$ cat src/rtl/histogram_equalizer.sv
`default_nettype none
// ============================================================================
//  Module   : histogram_equalizer
//  Purpose  : Remaps one table of IDCT pixels through the CDF-based
//             equalization transfer function using a sequential divider.
//  Revision : 1.0  initial release
// ============================================================================
module histogram_equalizer #(
   parameter int IMAGE_WIDTH                 = 320,
   parameter int IMAGE_HEIGHT                = 240,
   parameter int PIXEL_WIDTH                 = 8,
   parameter int DC_OFFSET                   = 128,
   parameter int TABLE_SIZE                  = 64,
   parameter int HISTOGRAM_RAM_ADDRESS_WIDTH = PIXEL_WIDTH,
   parameter int HISTOGRAM_RAM_DATA_WIDTH    = $clog2(IMAGE_WIDTH * IMAGE_HEIGHT)
) (
   input  logic                                   clk,
   input  logic                                   rst,
   input  logic [TABLE_SIZE*PIXEL_WIDTH-1:0]      image_table,
   input  logic                                   start_equalize,
   input  logic [HISTOGRAM_RAM_DATA_WIDTH-1:0]    CDF_min,
   input  logic [HISTOGRAM_RAM_DATA_WIDTH-1:0]    histogram_RAM_data_input,
   output logic [HISTOGRAM_RAM_ADDRESS_WIDTH-1:0] histogram_RAM_address,
   output logic                                   histogram_RAM_CE,
   output logic [TABLE_SIZE*PIXEL_WIDTH-1:0]      equalized_table,
   output logic                                   equalized_valid,
   output logic                                   busy
);

   localparam int PW   = PIXEL_WIDTH;
   localparam int AW   = HISTOGRAM_RAM_ADDRESS_WIDTH;
   localparam int DW   = HISTOGRAM_RAM_DATA_WIDTH;
   localparam int NW   = DW + PW;
   localparam int DENW = DW + 1;
   localparam int KW   = (TABLE_SIZE > 1) ? $clog2(TABLE_SIZE) : 1;
   localparam int CW   = (NW > 1) ? $clog2(NW) : 1;

   localparam logic [DENW-1:0] c_num_pixels = DENW'(IMAGE_WIDTH * IMAGE_HEIGHT);
   localparam logic [PW-1:0]   c_max_pixel  = {PW{1'b1}};
   localparam logic [KW-1:0]   c_last_k     = KW'(TABLE_SIZE - 1);
   localparam logic [CW-1:0]   c_last_bit   = CW'(NW - 1);

   typedef enum logic [2:0] {
      ST_IDLE    = 3'd0,
      ST_READ    = 3'd1,
      ST_CAPTURE = 3'd2,
      ST_DIVIDE  = 3'd3,
      ST_STORE   = 3'd4
   } state_t;

   state_t                          r_state;
   logic [TABLE_SIZE*PW-1:0]        r_image;
   logic [DW-1:0]                   r_cdf_min;
   logic [KW-1:0]                   r_k;
   logic [NW-1:0]                   r_quot;
   logic [DENW-1:0]                 r_rem;
   logic [DENW-1:0]                 r_den;
   logic [CW-1:0]                   r_cnt;
   logic                            r_under;
   logic                            r_den_zero;
   logic [AW-1:0]                   r_addr;
   logic                            r_ce;
   logic [TABLE_SIZE*PW-1:0]        r_table;
   logic                            r_valid;
   logic                            r_busy;

   logic [KW-1:0]                   w_next_k;
   logic [PW-1:0]                   w_next_pixel;
   logic                            w_under;
   logic [DW-1:0]                   w_diff;
   logic [NW-1:0]                   w_num;
   logic [DENW-1:0]                 w_den;
   logic [DENW:0]                   w_trial;
   logic                            w_ge;
   logic [DENW-1:0]                 w_rem_next;
   logic                            w_sat;
   logic [PW-1:0]                   w_result;

   // Signed pixel plus DC offset, wrapped to the RAM address width.
   function automatic logic [AW-1:0] addr_of(input logic [PW-1:0] px);
      logic [AW-1:0] ext;
      ext = AW'(signed'(px));
      return ext + AW'(DC_OFFSET);
   endfunction

   assign w_next_k     = r_k + 1'b1;
   assign w_next_pixel = r_image[w_next_k*PW +: PW];

   assign w_under = histogram_RAM_data_input < r_cdf_min;
   assign w_diff  = histogram_RAM_data_input - r_cdf_min;
   assign w_num   = NW'(w_diff) * NW'(c_max_pixel);
   assign w_den   = c_num_pixels - {1'b0, r_cdf_min};

   // Partial remainder stays below the divisor, so DENW bits always hold it.
   assign w_trial    = {r_rem, r_quot[NW-1]};
   assign w_ge       = w_trial >= {1'b0, r_den};
   assign w_rem_next = w_ge ? DENW'(w_trial - {1'b0, r_den}) : w_trial[DENW-1:0];

   assign w_sat    = |r_quot[NW-1:PW];
   assign w_result = r_under    ? '0          :
                     r_den_zero ? c_max_pixel :
                     w_sat      ? c_max_pixel : r_quot[PW-1:0];

   always_ff @(posedge clk or posedge rst) begin
      if (rst) begin
         r_state    <= ST_IDLE;
         r_image    <= '0;
         r_cdf_min  <= '0;
         r_k        <= '0;
         r_quot     <= '0;
         r_rem      <= '0;
         r_den      <= '0;
         r_cnt      <= '0;
         r_under    <= 1'b0;
         r_den_zero <= 1'b0;
         r_addr     <= '0;
         r_ce       <= 1'b0;
         r_table    <= '0;
         r_valid    <= 1'b0;
         r_busy     <= 1'b0;
      end else begin
         r_valid <= 1'b0;
         case (r_state)
            ST_IDLE: begin
               if (start_equalize) begin
                  r_image   <= image_table;
                  r_cdf_min <= CDF_min;
                  r_k       <= '0;
                  r_ce      <= 1'b1;
                  r_addr    <= addr_of(image_table[PW-1:0]);
                  r_busy    <= 1'b1;
                  r_state   <= ST_READ;
               end
            end
            ST_READ: begin
               r_state <= ST_CAPTURE;
            end
            ST_CAPTURE: begin
               r_quot     <= w_num;
               r_rem      <= '0;
               r_den      <= w_den;
               r_under    <= w_under;
               r_den_zero <= (w_den == '0);
               r_cnt      <= '0;
               r_ce       <= 1'b0;
               r_addr     <= '0;
               r_state    <= ST_DIVIDE;
            end
            ST_DIVIDE: begin
               // Dividend bits shift out the top while quotient bits enter the bottom.
               r_quot <= {r_quot[NW-2:0], w_ge};
               r_rem  <= w_rem_next;
               r_cnt  <= r_cnt + 1'b1;
               if (r_cnt == c_last_bit) begin
                  r_state <= ST_STORE;
               end
            end
            ST_STORE: begin
               r_table[r_k*PW +: PW] <= w_result;
               if (r_k == c_last_k) begin
                  r_valid <= 1'b1;
                  r_busy  <= 1'b0;
                  r_state <= ST_IDLE;
               end else begin
                  r_k     <= w_next_k;
                  r_ce    <= 1'b1;
                  r_addr  <= addr_of(w_next_pixel);
                  r_state <= ST_READ;
               end
            end
            default: begin
               r_state <= ST_IDLE;
            end
         endcase
      end
   end

   assign histogram_RAM_address = r_addr;
   assign histogram_RAM_CE      = r_ce;
   assign equalized_table       = r_table;
   assign equalized_valid       = r_valid;
   assign busy                  = r_busy;

endmodule
`default_nettype wire

$ cat config.mk
export PLATFORM = sky130hd
export DESIGN_NAME = histogram_equalizer
export DESIGN_NICKNAME = d
export VERILOG_FILES = /design/src/rtl/histogram_equalizer.sv
export SDC_FILE = /design/constraint.sdc
export NUM_CORES = 2
export LEC_CHECK = 0
export BUFFER_PORTS_ARGS = -buffer_cell sky130_fd_sc_hd__buf_4
export CAP_MARGIN = 0
export CELL_PAD_IN_SITES_DETAIL_PLACEMENT = 1
export CELL_PAD_IN_SITES_GLOBAL_PLACEMENT = 2
export CORE_AREA = 2 2 420 422
export CTS_CLUSTER_SIZE = 30
export DETAILED_ROUTE_END_ITERATION = 12
export DIE_AREA = 0 0 422 424
export PLACE_DENSITY_LB_ADDON = 0.1
export RECOVER_POWER = 25
export SLEW_MARGIN = 20
export SYNTH_ARGS = -nofsm -noshare
export SYNTH_HDL_FRONTEND = slang
export SYNTH_SLANG_ARGS = --single-unit
$ cat constraint.sdc
create_clock -name clk -period 45 [get_ports clk]
set_input_delay 9 -clock clk [delete_from_list [all_inputs] [get_ports clk]]
set_output_delay 9 -clock clk [all_outputs]
set_load 0.02 [all_outputs]
## Word level (Yosys, flattened, before mapping)

Cells that the tools add are included.
W data, S select, Z words.

- Register bits: 1129
- Bits of input ports: 549
- Logic and storage cells: 75

- Add/subtract/negate cells: 8
- $mul: 1
- Magnitude comparators: 2
- Eq/ne operators: 10
- Shift-type cells: 3
- Mux-type cells: 25
- Reductions and logical operators: 11

Operator list:

| kind | count |
|---|---|
| $bwmux W512 | 1 |
| $shift A8 B34 Y512 const A | 1 |
| $shiftx A512 B10 Y8 | 1 |
| $shiftx A8 B34 Y512 | 1 |
| $pmux W25 S2 | 1 |
| $mux W8 | 5 |
| $pmux W18 S2 | 1 |
| $neg A9 Y34 | 1 |
| $mul A17 B8 Y25 const B | 1 |
| $pmux W8 S3 | 1 |
| $ge A19 B18 Y1 | 1 |
| $logic_not A18 Y1 | 1 |
| $mux W18 | 1 |
| $sub A17 B17 Y18 const A | 1 |
| $sub A18 B18 Y18 | 1 |
| $lt A17 B17 Y1 | 1 |
| $reduce_or A17 Y1 | 1 |
| $sub A17 B17 Y17 | 1 |
| $add A8 B8 Y8 const B | 2 |
| $pmux W3 S5 | 1 |
| $mux W6 | 2 |
| $pmux W6 S2 | 1 |
| $pmux W5 S2 | 1 |
| $reduce_and A3 Y1 | 3 |
| other kinds (16) | 28 |

## Logic depth before layout (Yosys ltp)

- Word-level depth: 6
- Depth in mapped cells: 27
- Gate-level depth less buffers: 27

## Least setup slack after synthesis

No wires, ideal clock.

- Path type: input port to flip-flop
- Start point: input port histogram_RAM_data_input[1]
- End point: register r_quot[22]
- Setup time: 0.141 ns
- Arrival time: 15.132 ns
- Data required time: 44.859 ns
- Slack: 29.727 ns
- Stages: 22
- Buffers on the path: 0
- Cells stage by stage: ha_1 > nor2b_1 > o31a_1 > o41a_1 > nand4_1 > a31oi_1 > a221o_1 > nor3_1 > fa_1 > fa_1 > fa_1 > fa_1 > inv_1 > ha_1 > and4_1 > and3_1 > nand2_1 > o31ai_1 > a211oi_1 > or3b_2 > nand3_1 > a31oi_1

- Cells in the longest elaborated chain, start to end: 3

RTL lines:

| element | RTL line | text |
|---|---|---|
| start, declared | 22 | `input logic [HISTOGRAM_RAM_DATA_WIDTH-1:0] histogram_RAM_data_input,` |
| $sub A17 B17 Y17 | 90 | `assign w_diff = histogram_RAM_data_input - r_cdf_min;` |
| $mul A17 B8 Y25 | 91 | `assign w_num = NW'(w_diff) * NW'(c_max_pixel);` |
| $pmux W25 S2 | 123 | `case (r_state)` |
| end signal, assigned | 139 | `r_quot <= w_num;` |
| end signal, assigned | 151 | `r_quot <= {r_quot[NW-2:0], w_ge};` |
| end, declared | 55 | `logic [NW-1:0] r_quot;` |

No other way between the ends.
A chain may end at the register's enable or synchronous reset.

## Worst setup path after layout

- Start point: input port histogram_RAM_data_input[0]
- End point: register r_quot[22]

The elaborated chain is that of the path after synthesis.

==> results.md <==
- Pre-antenna DRT Iters: 5
- Worst reg-to-reg setup slack: 37.17 ns
- # rows: 154
- Arr. time, crit path: 16.16 ns
- Die X: 422 um
- RSZ-0062 raised after global routing: no
- Period utilization: 0.347
- Placer congestion estimate: 0.845
- Antenna-violating nets left: 0
- Drt drc: 0
- Reg2Reg Depth: 26
- Setup Skew: 0.0417 ns
- Post-synthesis instance area: 0.0524 mm^2
- F_max: 64.1 MHz
- Worst setup SP type: primary input
- Register area share after synthesis: 0.539
- DIE HEIGHT: 424 um
- CORE AREA: 0.175 mm^2
- Bufs on Longest Clock Path: 3
- Critical path endpoint category: flip-flop
- Via count: 43200
- Syn_area_per_cell: 9.46 um^2
- First-pass GRT wire length: 326000 um
- Initial antenna violation count: 29
- Global route overflow: 0
- Top FF cell, synth: dfrtp_1
- Fillers: 20200
- Vias in the first global route: 46000
- Fin. max-slew vios: 337
- Clock transition at path regs: 0.06 ns
- FF-to-FF Start: r_cdf_min[1]$_DFFE_PP0P_
- Netlist cell types: 75
- Die Area: 0.179 mm^2
- Register area: 0.0283 mm^2
- Drt initial violations: 2165
- Max-slew headroom: -3.00
- Share of cells above drive strength 1: 0.234
- Worst slack, placed: 28.73 ns
- TNS Setup: 0 ns
- Setup crit end: r_quot[22]$_DFFE_PP0P_
- Fin crit period: 15.60 ns
- Clock latency on the worst-skew pair: 0.79 ns
- Setup-failing EPs final: 0
- Buffers on Ports: 1071
- I/O pin count: 1072
- Worst Tran Pin Value: 5.96 ns
- Asr flop ratio synth: 1.00
- Non-Filler Instances: 8992
- Per-cell routed wire length: 25.0 um
- EDFF count, synth: 0
- HP Class: reg2reg
- Via-per-instance ratio: 4.80
- Overall routed net length: 225000 um
- Clock sink count: 1129
- DPL Wire Length: 171000 um
- Syn Nets: 6250
- Multi-input combinational cell area: 0.0222 mm^2
- Outcome: complete, but fails checks
- Initial core utilization: 0.299
- Crit path required time: 45.56 ns
- Nets@finish: 7237
- Cts hold-fix bufs: 0
- Design area: 0.0675 mm^2
- Worst setup path class: in2reg
- Register bit total from synthesis: 1129
- Largest net degree at the start of global routing: 209
- Critical path origin: histogram_RAM_data_input[0]
- Commonest non-fill, non-tap cell in the layout: nand2_1
- Violated checks: max-capacitance violations, max-slew violations
- H-tree Lvls: 4
- R2r endpoint: r_quot[22]$_DFFE_PP0P_
- TritonCTS Buffers: 141
- Crit path max fanout: 7
- Post-CTS Setup Bufs: 0
- Mapped Cells: 5540
- Placed insts: 8724
- Post-CTS Resized: 0
- Final Hold Fails: 0
- Max cap viols: 7
- Most frequent cells in the layout: 2322 x nand2_1, 1129 x dfrtp_1, 1115 x buf_4
- Setup WS post-layout: 29.40 ns
- Post-DP Area: 0.0627 mm^2
- CTS tree: built
- Synth-to-Final Area Change: 28.8%
- All-layer global routing usage: 0.249
- Root buffer cell: clkbuf_16
- Yosys warns: 0
==> metrics by stage <==
step / hold slack [ns] / utilization
after floorplan: 0.437 / -
after global placement: 0.452 / 0.358
after detailed placement: 0.457 / 0.358
after CTS: 0.470 / 0.386
after global routing: 0.490 / 0.386
final: 0.466 / 0.386
==> layout make-up <==
class,instances,share of cell area
diodes,13,0.000482
clock buffers,216,0.0625
clock inverters,39,0.00887
inverters,194,0.0108
multi-input cells,3930,0.329
flip-flops and latches,1129,0.419
well taps,2340,0.0434
repair buffers,1131,0.127
==> synth_stat cells (9+ instances only) <==
cell type / count / area [um^2]
mux4_2: 139 / 3130
nor4_1: 12 / 75.1
mux2i_1: 16 / 160
ha_1: 96 / 1200
nand3_1: 108 / 541
o21ai_0: 530 / 2650
xnor2_1: 50 / 438
fa_1: 65 / 1300
buf_4: 14 / 105
nand2_2: 9 / 56.3
buf_2: 91 / 455
mux4_1: 9 / 236
mux2_2: 18 / 203
or2_2: 10 / 62.6
and3_1: 14 / 87.6
nor2_1: 103 / 387
nand2b_1: 10 / 62.6
inv_1: 194 / 728
a31oi_1: 15 / 93.8
a21o_1: 14 / 105
o21ai_1: 84 / 420
o21a_1: 13 / 97.6
nand4_1: 16 / 100
a211oi_1: 9 / 67.6
nand2_1: 2320 / 8710
nor2b_1: 11 / 68.8
clkbuf_1: 167 / 627
nor3_1: 38 / 190
dfrtp_1: 1129 / 28300
xor2_1: 28 / 245
a21oi_1: 82 / 410
==> layer usage <==
| metal | up-vias | GRT usage | wire length (um) |
|---|---|---|---|
| li1 | 20200 | - | - |
| met1 | 21700 | 0.291 | 88800 |
| met3 | 321 | 0.0454 | 9740 |
| met5 | - | 0 | 111 |
| met2 | 1028 | 0.442 | 116000 |
| met4 | 16 | 0.112 | 10100 |
==> critical path, stage by stage <==
cell and delay, ns:
clkbuf_1 0.14, inv_1 0.06, ha_1 0.22, fa_1 0.40, nor2b_1 0.19, o31a_1 0.22, o211ai_1 0.14, a21oi_1 0.22
nor3_1 0.10, o21ai_0 0.21, xor2_1 0.47, inv_1 0.19, fa_1 0.59, fa_1 0.56, inv_1 0.06, fa_1 0.53
inv_1 0.06, fa_1 0.53, inv_1 0.04, ha_1 0.41, and4_1 0.24, and3_1 0.18, nand2_1 0.06, o31ai_1 0.47
a211oi_1 0.18, or3b_2 0.48, nand3_1 0.10, a31oi_1 0.09
==> sequential cells by signal (all words and copies together), names as in the netlist, 5 cells and up <==
signal,count
r_quot,25
r_cdf_min,17
r_image,512
r_cnt,5
r_rem,18
equalized_table,512
r_k,6
histogram_RAM_address,8
r_den,18
==> cells by family after synthesis <==
| logic type | Yosys count | share of synthesized area |
|---|---|---|
| AO/OA/AOI/OAI | 807 | 0.0830 |
| XOR/XNOR | 83 | 0.0148 |
| adder cells (fa/ha/maj) | 161 | 0.0478 |
| buffers and inverters | 481 | 0.0390 |
| flip-flops | 1129 | 0.539 |
| multiplexers | 182 | 0.0712 |
| AND/OR/NAND/NOR | 2697 | 0.205 |
==> how the worst min path moves through the flow <==
stage                                         from                  endpoint  slack (ns)  depth (start not counted)
after floorplan           r_image[159]$_DFFE_PP0P_  r_image[159]$_DFFE_PP0P_        0.44                          2
after detailed placement   r_image[64]$_DFFE_PP0P_   r_image[64]$_DFFE_PP0P_        0.46                          2
final                     r_image[357]$_DFFE_PP0P_  r_image[357]$_DFFE_PP0P_        0.47                          2
after CTS                  r_image[64]$_DFFE_PP0P_   r_image[64]$_DFFE_PP0P_        0.47                          2
after global placement    r_image[322]$_DFFE_PP0P_  r_image[322]$_DFFE_PP0P_        0.45                          2
after global routing       r_image[86]$_DFFE_PP0P_   r_image[86]$_DFFE_PP0P_        0.49                          2
Power is not shown: default switching activity piles up to over one toggle a cycle in this logic, so the estimate is an artifact.
